### config.mk
export PLATFORM = sky130hd
export DESIGN_NAME = seq_divider
export DESIGN_NICKNAME = d
export VERILOG_FILES = /design/src/rtl/div_pkg.sv /design/src/rtl/div_addsub.sv /design/src/rtl/seq_divider.sv
export SDC_FILE = /design/constraint.sdc
export NUM_CORES = 1
export LEC_CHECK = 0
export ABC_CLOCK_PERIOD_IN_PS = 11400
export CAP_MARGIN = 20
export CORE_MARGIN = 4
export CORE_UTILIZATION = 29
export CTS_BUF_LIST = sky130_fd_sc_hd__clkbuf_16
export CTS_CLUSTER_DIAMETER = 120
export DETAILED_ROUTE_END_ITERATION = 8
export PLACE_DENSITY = 0.5
export SLEW_MARGIN = 30
export SYNTH_ARGS = -nofsm -noshare
export SYNTH_HDL_FRONTEND = slang
export SYNTH_SLANG_ARGS = --single-unit
### constraint.sdc
create_clock -name clk -period 11.4 [get_ports clk]
set_clock_uncertainty 0.05 [all_clocks]
set_input_delay 1.14 -clock clk [delete_from_list [all_inputs] [get_ports clk]]
set_output_delay 1.14 -clock clk [all_outputs]
set_load 0.02 [all_outputs]
### src/rtl/div_pkg.sv
// Shared types and sizing helpers for the sequential non-restoring divider.
package div_pkg;

   localparam int DEF_WIDTH = 32;

   // Counter must hold 0..WIDTH.
   function automatic int cnt_width(input int w);
      return $clog2(w + 1);
   endfunction

   localparam int CNT_W = $clog2(DEF_WIDTH + 1);

   typedef enum logic [1:0] {
      IDLE = 2'd0,
      PREP = 2'd1,
      ITER = 2'd2,
      FIX  = 2'd3
   } state_t;

endpackage

### src/rtl/div_addsub.sv
// One (WIDTH+1)-bit add/subtract step of the non-restoring divider; the
// divisor is zero-extended because it is always a magnitude here.
module div_addsub #(
   parameter int WIDTH = 32
) (
   input  logic [WIDTH:0]   r,
   input  logic [WIDTH-1:0] d,
   input  logic             sub,
   output logic [WIDTH:0]   r_next,
   output logic             sign
);

   assign r_next = sub ? (r - {1'b0, d}) : (r + {1'b0, d});
   assign sign   = r_next[WIDTH];

endmodule

### src/rtl/seq_divider.sv
// Radix-2 non-restoring divider behind a start/done handshake.
// Define DIV_SIGNED_EN to honour signed_op; otherwise every divide is unsigned.
module seq_divider
   import div_pkg::*;
#(
   parameter int WIDTH = DEF_WIDTH
) (
   input  logic             clk,
   input  logic             rst,
   input  logic             start,
   input  logic             signed_op,
   input  logic [WIDTH-1:0] dividend,
   input  logic [WIDTH-1:0] divisor,
   output logic             busy,
   output logic             done,
   output logic [WIDTH-1:0] quotient,
   output logic [WIDTH-1:0] remainder,
   output logic             div_by_zero,
   output state_t           dbg_state
);

   // Handshake: start is taken only in IDLE; busy covers the cycles after
   // acceptance up to (not including) the single-cycle done pulse.
   localparam int CW = cnt_width(WIDTH);

   state_t           state;
   logic [WIDTH:0]   r_reg;
   logic [WIDTH-1:0] q_reg;
   logic [WIDTH-1:0] d_reg;
   logic [CW-1:0]    count;

   logic [WIDTH:0]   as_a;
   logic [WIDTH:0]   as_y;
   logic             as_sub;
   logic             as_sign;
   logic [WIDTH:0]   r_fix;
   logic [WIDTH-1:0] abs_q;
   logic [WIDTH-1:0] abs_d;
   logic [WIDTH-1:0] q_out;
   logic [WIDTH-1:0] r_out;

`ifdef DIV_SIGNED_EN
   logic sop;
   logic neg_q;
   logic neg_r;
`else
   logic unused_signed_op;
   assign unused_signed_op = signed_op;
`endif

   assign dbg_state = state;

   // The step unit shifts {R,Q} in ITER and performs the final restore in FIX.
   always_comb begin
      as_a   = (state == ITER) ? {r_reg[WIDTH-1:0], q_reg[WIDTH-1]} : r_reg;
      as_sub = (state == ITER) ? ~r_reg[WIDTH] : 1'b0;
      r_fix  = r_reg[WIDTH] ? as_y : r_reg;
`ifdef DIV_SIGNED_EN
      abs_q = (sop && q_reg[WIDTH-1]) ? -q_reg : q_reg;
      abs_d = (sop && d_reg[WIDTH-1]) ? -d_reg : d_reg;
      q_out = neg_q ? -q_reg : q_reg;
      r_out = neg_r ? -r_fix[WIDTH-1:0] : r_fix[WIDTH-1:0];
`else
      abs_q = q_reg;
      abs_d = d_reg;
      q_out = q_reg;
      r_out = r_fix[WIDTH-1:0];
`endif
   end

   div_addsub #(.WIDTH(WIDTH)) u_addsub (
      .r      (as_a),
      .d      (d_reg),
      .sub    (as_sub),
      .r_next (as_y),
      .sign   (as_sign)
   );

   always_ff @(posedge clk) begin
      if (rst) begin
         state       <= IDLE;
         busy        <= 1'b0;
         done        <= 1'b0;
         quotient    <= '0;
         remainder   <= '0;
         div_by_zero <= 1'b0;
         r_reg       <= '0;
         q_reg       <= '0;
         d_reg       <= '0;
         count       <= '0;
`ifdef DIV_SIGNED_EN
         sop         <= 1'b0;
         neg_q       <= 1'b0;
         neg_r       <= 1'b0;
`endif
      end else begin
         done <= 1'b0;
         case (state)
            IDLE: begin
               if (start) begin
                  q_reg <= dividend;
                  d_reg <= divisor;
                  busy  <= 1'b1;
                  state <= PREP;
`ifdef DIV_SIGNED_EN
                  sop   <= signed_op;
                  neg_q <= signed_op & (dividend[WIDTH-1] ^ divisor[WIDTH-1]);
                  neg_r <= signed_op & dividend[WIDTH-1];
`endif
               end
            end
            PREP: begin
               if (d_reg == '0) begin
                  quotient    <= '1;
                  remainder   <= q_reg;
                  div_by_zero <= 1'b1;
                  done        <= 1'b1;
                  busy        <= 1'b0;
                  state       <= IDLE;
               end else begin
                  q_reg <= abs_q;
                  d_reg <= abs_d;
                  r_reg <= '0;
                  count <= '0;
                  state <= ITER;
               end
            end
            ITER: begin
               r_reg <= as_y;
               q_reg <= {q_reg[WIDTH-2:0], ~as_sign};
               count <= count + 1'b1;
               if (count == CW'(WIDTH - 1))
                  state <= FIX;
            end
            FIX: begin
               quotient    <= q_out;
               remainder   <= r_out;
               div_by_zero <= 1'b0;
               done        <= 1'b1;
               busy        <= 1'b0;
               state       <= IDLE;
            end
            default: state <= IDLE;
         endcase
      end
   end

endmodule

==> summary.md <==
| Metric | Value |
|---|---|
| Starting DRT DRC Count | `between 500 and 600` |
| Clk sinks | `172` |
| DP HPWL | `approximately 22000 um` |
| CTS HTree Levels | `4` |
| Routability cong. | `0.8512` |
| Lkg Pwr | `around 4.5 nW` |
| Synth top area cells | `dfxtp_1 (36%), nand2_1 (11%), nor2_1 (5.3%), a21oi_1 (5.0%), ha_1 (4.8%)` |
| Kind of cell adding the most delay to the critical path | `simple AND/OR/NAND/NOR gates` |
| First-pass GRT wire length | `48800 um` |
| CP peak stage delay | `0.62 ns` |
| Syn Std Cell Area | `0.009651 sq mm` |
| Post-route cell area | `0.01188 sq mm` |
| RSZ-0062 raised after global routing | `false` |
| CP cell instances | `or4_4, or3_4, or3_4, nor4_4, nand2_1, nand2_1, xor2_1, ha_1, a21oi_1, o21ai_0, a2111oi_0, o2111ai_1, nand2_1, o31ai_1, xnor2_1, a211oi_1` |
| Final-report setup violation count | `0` |
| Primary FF master, synth | `dfxtp_1` |
| Final Hold Fails | `0` |
| Die height | `190.4 um` |
| Worst skew pair latency | `0.44 ns` |
| Chip Width | `190.4 um` |
| Post-CTS setup repair buffer count | `0` |
| Worst Path Max Fanout | `6` |
| Max Fclk | `197.6 MHz` |
| Multi-input logic area | `between 0.005 and 0.006 sq mm` |
| Maximum VDD drop | `0.1074 mV` |
| Relative slew slack | `41.77%` |
| EDFF count, synth | `0` |
| Outcome | `finished, final reports clean` |
| Port Buf Inserts | `135` |
| Register area | `about 0.0034 sq mm` |
| Fin crit share | `44.40%` |
| Resized cells post-CTS | `0` |
| # IOs | `137` |
| Filler instances | `between 3000 and 4000` |
| ANT cells | `0` |
| Global route overflow | `0` |
| Final slew viol count | `0` |
| Sequential cell area fraction in the yosys report | `35.68%` |
| Total Nets Final | `1471` |
| # DRC | `0` |
| Initial Util | `between 20% and 30%` |
| Final WL | `between 30000 and 40000 um` |
| Area leader, netlist | `dfxtp_1` |
| PD cells | `151.2 mW/mm^2` |
| Area Growth Syn to Fin | `23.14%` |
| Hold Buf Count CTS | `0` |
| Worst Path Arrival | `5.29 ns` |
| Non-Filler Instances | `1818` |
| Most frequent CP cell | `nand2_1` |
| Full die area | `0.03626 sq mm` |
| Tot GR Track Use | `16.57%` |
| Total core area | `roughly 0.033 sq mm` |
| WHS | `0.4366 ns` |
| Total power | `1.797 mW` |
| Slew at the pin with the worst max-slew slack | `between 0.8 and 0.9 ns` |
| Routed vias/inst | `4.989` |
| Placed cell count | `1788` |
| Vias in the first global route | `8557` |
| Share of layout cells above drive strength 1 | `under 10%` |
| Dpl cell area | `0.01132 sq mm` |
| Final TNS setup | `0 ns` |
| CP Launch Type | `flop` |
| Synth top area share | `35.68%` |
| Crit-path slowest cell | `a2111oi_0` |
| Synth async-reset ratio | `0%` |
| Final min period | `5.062 ns` |
| Drt wl/cell | `16.79 um` |
| Root buffer cell | `clkbuf_16` |
| CTS Buffer Depth | `2` |
| DRT Pass-1 Iters | `5` |
| Crit end category | `flop` |
| FP Rows | `66` |
| Type of the tightest min-delay check | `flop to flop` |
| Worst Path Required | `11.63 ns` |
| Syn_nets | `1398` |
| CP bufs+invs | `0` |
| Largest net degree at the start of global routing | `82` |
| Initial antenna violation count | `0` |
| Max FFs per register | `33` |
| FF+latch count, synth | `172` |
| Synth Area per Inst | `between 7 and 8 sq um` |
| Via Count | `9070` |
| WS Path Type | `flop to flop` |
| Post-Syn Instances | `1292` |
| TritonCTS clock tree | `done` |
| Max-Cap Viols | `0` |
| Total CTS buffers | `17` |
| Synth warn | `0` |
| Clk slew on worst S/H paths | `0.07 ns` |
| Library cells used by synthesis | `68` |
| Detail Route Antenna Nets | `0` |
[worst register-to-register path, cell delays in order, from the launching register on]
cell and delay [ns]:
dfxtp_1 0.37, or4_4 0.59, or3_4 0.36, or3_4 0.39, nor4_4 0.22, nand2_1 0.22
nand2_1 0.13, xor2_1 0.21, ha_1 0.26, a21oi_1 0.15, o21ai_0 0.16, a2111oi_0 0.62
o2111ai_1 0.33, nand2_1 0.23, o31ai_1 0.16, xnor2_1 0.34, a211oi_1 0.12
[cell usage in the layout (no fill, tap or decap), drive strengths merged, types with 7 or more instances in the layout]
cell type	n
a2111oi	7
a211oi	9
a21o	10
a21oi	97
a22o	16
a22oi	17
a311oi	39
a31oi	13
buf	15
clkbuf	17
clkdlybuf4s50	134
dfxtp	172
ha	37
inv	16
nand2	295
nand2b	7
nand3	16
nand4	10
nor2	138
nor2b	15
nor3	82
o21a	9
o21ai	48
o22ai	14
o31ai	9
xnor2	29
xor2	30
[cell usage after synthesis, drive strengths merged (2+ instances only)]
master and instances:
mux2i 4, a22o 16, nand3b 5, xnor2 29, a211o 2, inv 12
a22oi 17, a31oi 13, or3 5, nand4 10, o22ai 14, nor3b 2
nand2 295, or3b 2, o41ai 4, a21o 10, nor4 3, or4 5
nor2b 15, nand2b 7, and3 4, o21ai 48, ha 37, dfxtp 172
a2111oi 7, buf 24, mux2 2, a21oi 97, nor3 82, nor2 138
o21a 9, o31a 4, a211oi 9, a311oi 39, and2 3, o31ai 9
o2111ai 2, xor2 30, o311ai 2, nand3 16, o21bai 4, clkbuf 71
[power by group]
part | switching [mW] | total, mW | internal (mW)
sequential | 0.0452 | 0.686 | 0.641
combinational | 0.323 | 0.523 | 0.200
clock | 0.265 | 0.588 | 0.323
[logic make-up (layout without fill, tap and decap cells)]
group           count (synthesis)  count (layout)  share of synthesized area, %
buf+inv                       107             191                         4.408
compound gates                314             314                         21.48
mux                             6               6                        0.6483
simple gates                  596             596                         27.42
xor+xnor                       59              59                         5.355
fa+ha+maj                      38              38                         5.005
flops                         172             172                         35.68
[per-stage QoR]
step | utilization (%) | worst slack, ns
finish | 36.34 | 6.338
global route | 36.34 | 6.001
CTS | 36.34 | 6.284
detailed placement | 34.60 | 6.294
global placement | 34.57 | 6.267
floorplan | - | 7.152
[area by class of cell]
class / count / share of cell area, %
Tap cell: 442 / 4.654
Inverter: 12 / 0.3790
Timing Repair Buffer: 149 / 12.23
Multi-Input combinational cell: 1013 / 48.98
Clock buffer: 17 / 3.580
Clock inverter: 13 / 1.200
Sequential cell: 172 / 28.97
[final timing paths]
check	startpoint	endpoint	slack (ns)	cells past startpoint
setup / recovery	abs_d[2]$_SDFFE_PP0P_	abs_q[0]$_SDFFE_PP0P_	6.34	16
hold / removal	abs_d[27]$_SDFFE_PP0P_	abs_d[27]$_SDFFE_PP0P_	0.44	2
setup reg to reg	abs_d[2]$_SDFFE_PP0P_	abs_q[0]$_SDFFE_PP0P_	6.34	16
hold reg to reg	abs_d[27]$_SDFFE_PP0P_	abs_d[27]$_SDFFE_PP0P_	0.44	2
[metal layers]
layer | part of all wire (%) | track usage [%]
met2 | 41 | 23.82
met4 | 0.71 | 2.901
met5 | 0 | 0
met1 | 54 | 25.76
met3 | 4.5 | 3.241
Note: power is estimated with default switching activity, not from simulation.
